`src/rtl/microwave_pkg.sv`:
```
// Shared definitions for the microwave controller: FSM state encodings and
// a width helper used to size counters from their terminal counts.
package microwave_pkg;

    typedef enum logic [1:0] {
        MW_IDLE    = 2'd0,
        MW_COOKING = 2'd1,
        MW_PAUSED  = 2'd2,
        MW_DONE    = 2'd3
    } mw_state_e;

    localparam logic [1:0] ST_IDLE    = 2'd0;
    localparam logic [1:0] ST_COOKING = 2'd1;
    localparam logic [1:0] ST_PAUSED  = 2'd2;
    localparam logic [1:0] ST_DONE    = 2'd3;

    // Bits needed to hold 0..n-1, never less than one bit.
    function automatic int cnt_w(input int n);
        return (n > 1) ? $clog2(n) : 1;
    endfunction

endpackage

```
`src/rtl/magnetron_power_ctrl_if.sv`:
```
// Control/status bundle between the oven front panel and the magnetron
// power controller; state is exported for observation.
interface magnetron_power_ctrl_if #(
    parameter int TIME_W  = 12,
    parameter int PWR_MAX = 10
);
    localparam int PW_W = $clog2(PWR_MAX + 1);

    // No valid/ready handshake: all requests are levels sampled on every rising clk edge.
    logic              start;
    logic              stop;
    logic              clear;
    logic              door_closed;
    logic [TIME_W-1:0] time_in;
    logic [PW_W-1:0]   power_in;
    logic              mag_en;
    logic [TIME_W-1:0] time_left;
    logic [1:0]        state;
    logic              done;

    modport master (
        output start, stop, clear, door_closed, time_in, power_in,
        input  mag_en, time_left, state, done
    );

    modport slave (
        input  start, stop, clear, door_closed, time_in, power_in,
        output mag_en, time_left, state, done
    );

endinterface

```
`src/rtl/magnetron_duty_gen.sv`:
```
// Duty-window generator: PWR_MAX slots of SLOT_CYCLES each; o_slot_on is high
// while the current slot index is below the latched power level.
module magnetron_duty_gen
    import microwave_pkg::*;
#(
    parameter int PWR_MAX     = 10,
    parameter int SLOT_CYCLES = 100
) (
    input  logic                         clk,
    input  logic                         rst_n,
    input  logic                         i_run,
    input  logic                         i_clear,
    input  logic [$clog2(PWR_MAX+1)-1:0] i_power,
    output logic                         o_slot_on
);
    localparam int SLOT_W = cnt_w(SLOT_CYCLES);
    localparam int IDX_W  = cnt_w(PWR_MAX);
    localparam int PW_W   = $clog2(PWR_MAX + 1);

    logic [SLOT_W-1:0] r_slot_cnt;
    logic [IDX_W-1:0]  r_slot_idx;
    logic              w_slot_wrap;
    logic              w_idx_wrap;

    assign w_slot_wrap = (r_slot_cnt == SLOT_W'(SLOT_CYCLES - 1));
    assign w_idx_wrap  = (r_slot_idx == IDX_W'(PWR_MAX - 1));

    always_ff @(posedge clk or negedge rst_n) begin
        if (!rst_n) begin
            r_slot_cnt <= '0;
            r_slot_idx <= '0;
        end else if (i_clear) begin
            r_slot_cnt <= '0;
            r_slot_idx <= '0;
        end else if (i_run) begin
            if (w_slot_wrap) begin
                r_slot_cnt <= '0;
                r_slot_idx <= w_idx_wrap ? '0 : r_slot_idx + 1'b1;
            end else begin
                r_slot_cnt <= r_slot_cnt + 1'b1;
            end
        end
    end

    assign o_slot_on = (PW_W'(r_slot_idx) < i_power);

endmodule

```
`src/rtl/magnetron_power_ctrl.sv`:
```
// Microwave cook controller: IDLE/COOKING/PAUSED/DONE FSM, per-second countdown
// and duty-cycled magnetron enable derived from the latched power level.
module magnetron_power_ctrl
    import microwave_pkg::*;
#(
    parameter int TIME_W      = 12,
    parameter int PWR_MAX     = 10,
    parameter int SLOT_CYCLES = 100,
    parameter int SEC_CYCLES  = 1000
) (
    input  logic                   clk,
    input  logic                   rst_n,
    magnetron_power_ctrl_if.slave  bus
);
    localparam int PW_W  = $clog2(PWR_MAX + 1);
    localparam int SEC_W = cnt_w(SEC_CYCLES);

    logic [1:0]        r_state;
    logic [TIME_W-1:0] r_time_left;
    logic [PW_W-1:0]   r_power;
    logic [SEC_W-1:0]  r_sec_cnt;
    logic              r_done;

    logic w_start_ok;
    logic w_advance;
    logic w_sec_wrap;
    logic w_cnt_clear;
    logic w_slot_on;

    assign w_start_ok = bus.start && bus.door_closed && (bus.time_in != '0) &&
                        (bus.power_in != '0) && (bus.power_in <= PW_W'(PWR_MAX));
    // Counters only move in a COOKING cycle that stays COOKING, so a pause
    // (including one that lands on the final-second wrap) freezes the phase.
    assign w_advance   = (r_state == ST_COOKING) && !bus.clear && bus.door_closed && !bus.stop;
    assign w_sec_wrap  = (r_sec_cnt == SEC_W'(SEC_CYCLES - 1));
    assign w_cnt_clear = bus.clear || (r_state == ST_IDLE);

    always_ff @(posedge clk or negedge rst_n) begin
        if (!rst_n) begin
            r_state     <= ST_IDLE;
            r_time_left <= '0;
            r_power     <= '0;
            r_sec_cnt   <= '0;
            r_done      <= 1'b0;
        end else begin
            r_done <= 1'b0;
            if (bus.clear) begin
                r_state     <= ST_IDLE;
                r_time_left <= '0;
                r_sec_cnt   <= '0;
            end else begin
                case (r_state)
                    ST_IDLE: begin
                        if (w_start_ok) begin
                            r_state     <= ST_COOKING;
                            r_time_left <= bus.time_in;
                            r_power     <= bus.power_in;
                            r_sec_cnt   <= '0;
                        end
                    end
                    ST_COOKING: begin
                        if (!w_advance) begin
                            r_state <= ST_PAUSED;
                        end else if (w_sec_wrap) begin
                            r_sec_cnt <= '0;
                            if (r_time_left == TIME_W'(1)) begin
                                r_time_left <= '0;
                                r_state     <= ST_DONE;
                                r_done      <= 1'b1;
                            end else if (r_time_left != '0) begin
                                r_time_left <= r_time_left - 1'b1;
                            end
                        end else begin
                            r_sec_cnt <= r_sec_cnt + 1'b1;
                        end
                    end
                    ST_PAUSED: begin
                        if (bus.door_closed && !bus.stop && bus.start) begin
                            r_state <= ST_COOKING;
                        end
                    end
                    default: begin
                        if (bus.start || !bus.door_closed) begin
                            r_state <= ST_IDLE;
                        end
                    end
                endcase
            end
        end
    end

    magnetron_duty_gen #(
        .PWR_MAX     (PWR_MAX),
        .SLOT_CYCLES (SLOT_CYCLES)
    ) u_duty_gen (
        .clk       (clk),
        .rst_n     (rst_n),
        .i_run     (w_advance),
        .i_clear   (w_cnt_clear),
        .i_power   (r_power),
        .o_slot_on (w_slot_on)
    );

    // door_closed gates the enable combinationally so an opening door cuts power at once.
    assign bus.mag_en    = (r_state == ST_COOKING) && w_slot_on && bus.door_closed;
    assign bus.time_left = r_time_left;
    assign bus.state     = r_state;
    assign bus.done      = r_done;

endmodule

```
`src/flat_wrapper.sv`:
```
// flat-port wrapper written by rule: the top's interface ports become plain ports
module magnetron_power_ctrl_flat import microwave_pkg::*;
#(
    parameter int TIME_W      = 12,
    parameter int PWR_MAX     = 10,
    parameter int SLOT_CYCLES = 100,
    parameter int SEC_CYCLES  = 1000
)
  (clk, rst_n, bus_start, bus_stop, bus_clear, bus_door_closed, bus_time_in, bus_power_in, bus_mag_en, bus_time_left, bus_state, bus_done);
  magnetron_power_ctrl_if #(.TIME_W(TIME_W), .PWR_MAX(PWR_MAX)) bus_i ();
  input  logic clk;
  input  logic rst_n;
  input wire logic [$bits(bus_i.start)-1:0] bus_start;
  input wire logic [$bits(bus_i.stop)-1:0] bus_stop;
  input wire logic [$bits(bus_i.clear)-1:0] bus_clear;
  input wire logic [$bits(bus_i.door_closed)-1:0] bus_door_closed;
  input wire logic [$bits(bus_i.time_in)-1:0] bus_time_in;
  input wire logic [$bits(bus_i.power_in)-1:0] bus_power_in;
  output wire logic [$bits(bus_i.mag_en)-1:0] bus_mag_en;
  output wire logic [$bits(bus_i.time_left)-1:0] bus_time_left;
  output wire logic [$bits(bus_i.state)-1:0] bus_state;
  output wire logic [$bits(bus_i.done)-1:0] bus_done;
  assign bus_i.start = bus_start;
  assign bus_i.stop = bus_stop;
  assign bus_i.clear = bus_clear;
  assign bus_i.door_closed = bus_door_closed;
  assign bus_i.time_in = bus_time_in;
  assign bus_i.power_in = bus_power_in;
  assign bus_mag_en = bus_i.mag_en;
  assign bus_time_left = bus_i.time_left;
  assign bus_state = bus_i.state;
  assign bus_done = bus_i.done;
  magnetron_power_ctrl #(.TIME_W(TIME_W), .PWR_MAX(PWR_MAX), .SLOT_CYCLES(SLOT_CYCLES), .SEC_CYCLES(SEC_CYCLES)) u_core (.clk(clk), .rst_n(rst_n), .bus(bus_i));
endmodule
```
`config.mk`:
```
export PLATFORM = sky130hd
export DESIGN_NAME = magnetron_power_ctrl_flat
export DESIGN_NICKNAME = d
export VERILOG_FILES = /design/src/rtl/microwave_pkg.sv /design/src/rtl/magnetron_power_ctrl_if.sv /design/src/rtl/magnetron_duty_gen.sv /design/src/rtl/magnetron_power_ctrl.sv /design/src/flat_wrapper.sv
export SDC_FILE = /design/constraint.sdc
export NUM_CORES = 1
export LEC_CHECK = 0
export ABC_CLOCK_PERIOD_IN_PS = 2400
export CAP_MARGIN = 20
export CORE_MARGIN = 10
export CORE_UTILIZATION = 54
export DETAILED_ROUTE_END_ITERATION = 16
export PLACE_DENSITY = 0.88
export SYNTH_ARGS = -nofsm -noshare
export SYNTH_HDL_FRONTEND = slang
export SYNTH_SLANG_ARGS = --single-unit
```
`constraint.sdc`:
```
create_clock -name clk -period 2.4 [get_ports clk]
set_input_delay 0.48 -clock clk [delete_from_list [all_inputs] [get_ports clk]]
set_output_delay 0.48 -clock clk [all_outputs]
set_load 0.02 [all_outputs]
```
==> flow_summary.ini <==
[outcome]
status = complete, no violations

[yosys]
synthesis.nets = 306
yosysWarnings = 0
syn_inst = 275
synth-main-ff-cell = dfrtp_1
synthTopCellsByArea = dfrtp_1 39%, o31ai_1 5.3%, o21ai_0 5.1%, ha_1 4.4%, nor2_1 2.5%
ys_seq_area_share_pct = 39.33
async_flop_share_pct = 100.0
syn_avg_cell_area_um2 = 9.254
synth_top_area_share_pct = 39.33
yosysTopAreaCell = dfrtp_1
syn-cell-area_mm2 = 0.002545
ys_types = 53
synth_edf_count = 0
ys_top_cells_by_count = 40 x dfrtp_1, 26 x o21ai_0, 18 x o31ai_1, 17 x nor2_1, 14 x nand2_1
ys_ff_latch = 40
yosysMostFrequentCell = dfrtp_1

[floorplan]
core_mm2 = 0.004444
die_h_um = 88.65
initial_core_util_pct = 57.26
dieArea_mm2 = 0.007859
die_w_um = 88.65
pin_count = 38
num_rows = 24

[power]
switching_share_pct = 35.74
p_clk_share_pct = 21.8
switchingPower_uw = 754.4
p_int_mw = 1.356
pwr-share-seq_pct = 40.0
power_density_mw_per_mm2 = 657.0
power.leakage_nw = 1.415
comb_power_share_pct = 38.3
vdd_drop_max_mv = 0.5221

[timing]
period_needed_ps = 2274
skew_ps = 2.840
rsz0062_at_grt = false
setup-violations-final = 0
maxSlewViolCount = 0
hold_violations = 0
relSlewSlack_pct = 39.44
holdWs_ps = 318.6
tightest_slew_ps = 908.4
max_freq_mhz = 439.8
finalCritPeriodShare_pct = 94.74

[critical_path]
crit_arrival_ps = 1790
critPathKind = flip-flop to output pin
path_cells = ha_1, a21o_1, a21o_1, a2111oi_2, buf_4
cpPeakStageDelay_ps = 390
crit_path_end_kind = output pin
crit_path_frequent_cell = a21o_1
worst-path-max-fanout = 2
cp-start-kind = flip-flop
crit_path_top_delay_cell = dfrtp_1
critPathRequiredTime_ps = 1920

[global_route]
track_usage_pct = 17.87
grt_antenna_before_repair = 0
grt_pass1_wl_um = 11410
grt.met2_usage_pct = 29.65
top_usage_layer = met2
grtUsageMet3_pct = 4.779
grtUsageMet1_pct = 22.41
grt_max_degree = 41
grt_overflow = 0
first_global_vias = 2414

[final_layout]
fillCellCount = 323
area_growth_pct = 26.25
multi_input_area_mm2 = 0.001450
regArea_mm2 = 0.001001
nets = 365
drive_gt1_share_pct = 15.52
utilization_pct = 72.30
n_antenna_cell = 0

[clock_network]
cts_hold_buf = 0
insertion_delay_ps = 290
cts_tree = yes
cts_sinks = 40
cts_setup_buffers = 0
path_clk_slew_ps = 80
htreeDepth = 2
cts.path.max_buffers = 2
cts_root_buffer = clkbuf_8
cts_made_buffers = 5

[place]
hpwl_um = 4907
io_buffers = 37
gp_congestion = 0.8683

[drt]
drt_pass1_iterations = 5
wl_um = 6659
via_per_inst = 6.351
drtIter0Drc = 160
antenna_left = 0
drcViolationCount = 0
vias = 2458
wl_per_cell_um = 17.21

[job]
drv_cap = 0

[hold_path]
hp-class = input port to async pin
[per-stage QoR]
stage          worst slack (ps)  area [um^2]  power [mW]  cells  TNS, ps
2_1_floorplan             147.4         2551       1.301    275        0
3_3_place_gp             -65.23         3126       1.631    379   -65.23
3_5_place_dp             -78.22         3126       1.649    379   -222.2
4_1_cts                   36.70         3211       2.106    387        0
5_1_grt                   26.91         3213       2.233    387        0
6_report                  126.3         3213       2.111    387        0
[cell families after synthesis]
| group | after synthesis | synth area share [%] |
|---|---|---|
| and+or+nand+nor | 94 | 20.35 |
| DFF | 40 | 39.33 |
| muxes | 6 | 2.556 |
| xor gates and xnor gates | 2 | 0.6884 |
| adders and majority gates | 9 | 4.425 |
| AOI/OAI and AO/OA | 100 | 28.71 |
| buffers and inverters | 24 | 3.933 |
[final timing paths]
| path | from | endpoint | slack [ps] | depth (start not counted) |
|---|---|---|---|---|
| max in group asynchronous | rst_n | u_core.bus.time_left[11] | 1520 | 1 |
| setup / recovery | u_core.u_duty_gen.r_slot_idx[1] | bus_mag_en | 130 | 5 |
| hold reg to reg | u_core.r_power[0] | u_core.r_power[0] | 520 | 1 |
| setup reg to reg | u_core.r_sec_cnt[0] | u_core.bus.time_left[11] | 200 | 7 |
| min in group clk | u_core.r_power[0] | u_core.r_power[0] | 520 | 1 |
| hold / removal | rst_n | u_core.u_duty_gen.r_slot_cnt[4] | 320 | 1 |
[routing by layer]
metal | routed length, um | vias up
li1 | - | 1169
met1 | 2804 | 1191
met2 | 3298 | 87
met3 | 470 | 11
met4 | 85 | 0
met5 | 0 | -
[worst max-delay path: cells and delay by family, from the launching register on]
kind / cells / cell delay (ps)
adders and majority gates: 1 / 290
buffers and inverters: 1 / 200
AOI/OAI and AO/OA: 3 / 630
DFF: 1 / 390
[power by group through the flow]
stage / combinational (mW) / clock (mW) / sequential [mW]
5_1_grt: 0.890 / 0.490 / 0.854
2_1_floorplan: 0.406 / 0 / 0.895
4_1_cts: 0.804 / 0.463 / 0.840
3_5_place_dp: 0.797 / 0 / 0.852
6_report: 0.808 / 0.459 / 0.844
3_3_place_gp: 0.781 / 0 / 0.850
[cell usage in the layout (no fill, tap or decap), types with 2 or more instances in the layout]
cell             Yosys  routed
nand2b_1             9       9
nor2_1              17      17
nor2b_1              3       3
ha_1                 9       9
nand3_1              8       8
nor3b_1              3       3
o31ai_1             18      18
a211oi_1             2       2
nand3b_1             2       2
a31oi_1              2       2
nor4_1               9       9
o21ai_0             26      25
a21oi_1              9       9
or2_1                2       2
buf_4                0      27
o21bai_1             5       5
mux2_2               4       4
or4_1                3       3
o21ai_1              6       7
and3_1               6       6
o22ai_2              2       2
a21o_1               3       3
clkdlybuf4s50_1      0      35
or2_2                2       2
nand2_1             14      14
a32oi_1              5       5
clkbuf_8             0       6
mux2i_1              2       2
inv_1               13      13
a22oi_1              7       7
dfrtp_1             40      40
clkbuf_1             8       2
o2bb2ai_2            3       3
nor3_1               9       9
[registers in the layout, summed over array words and instances, names as in the netlist]
name	flops
u_core.bus.state	2
u_core.bus.time_left	12
u_core.bus.done	1
u_core.u_duty_gen.r_slot_idx	4
u_core.u_duty_gen.r_slot_cnt	7
u_core.r_power	4
u_core.r_sec_cnt	10
[area by class of cell]
class                           instances  area share [%]
Sequential cell                        40           31.15
Clock buffer                            8           2.804
Inverter                               13           1.519
Tap cell                               52           2.025
Multi-Input combinational cell        211           45.13
Timing Repair Buffer                   63           17.37
[timing repair]
item	in CTS	in global routing
setup endpoints to repair	1	2
endpoints found under the hold margin	0	0
pin swaps	0	1
gates resized for setup	5	2
(Power assumes the default switching activity.)
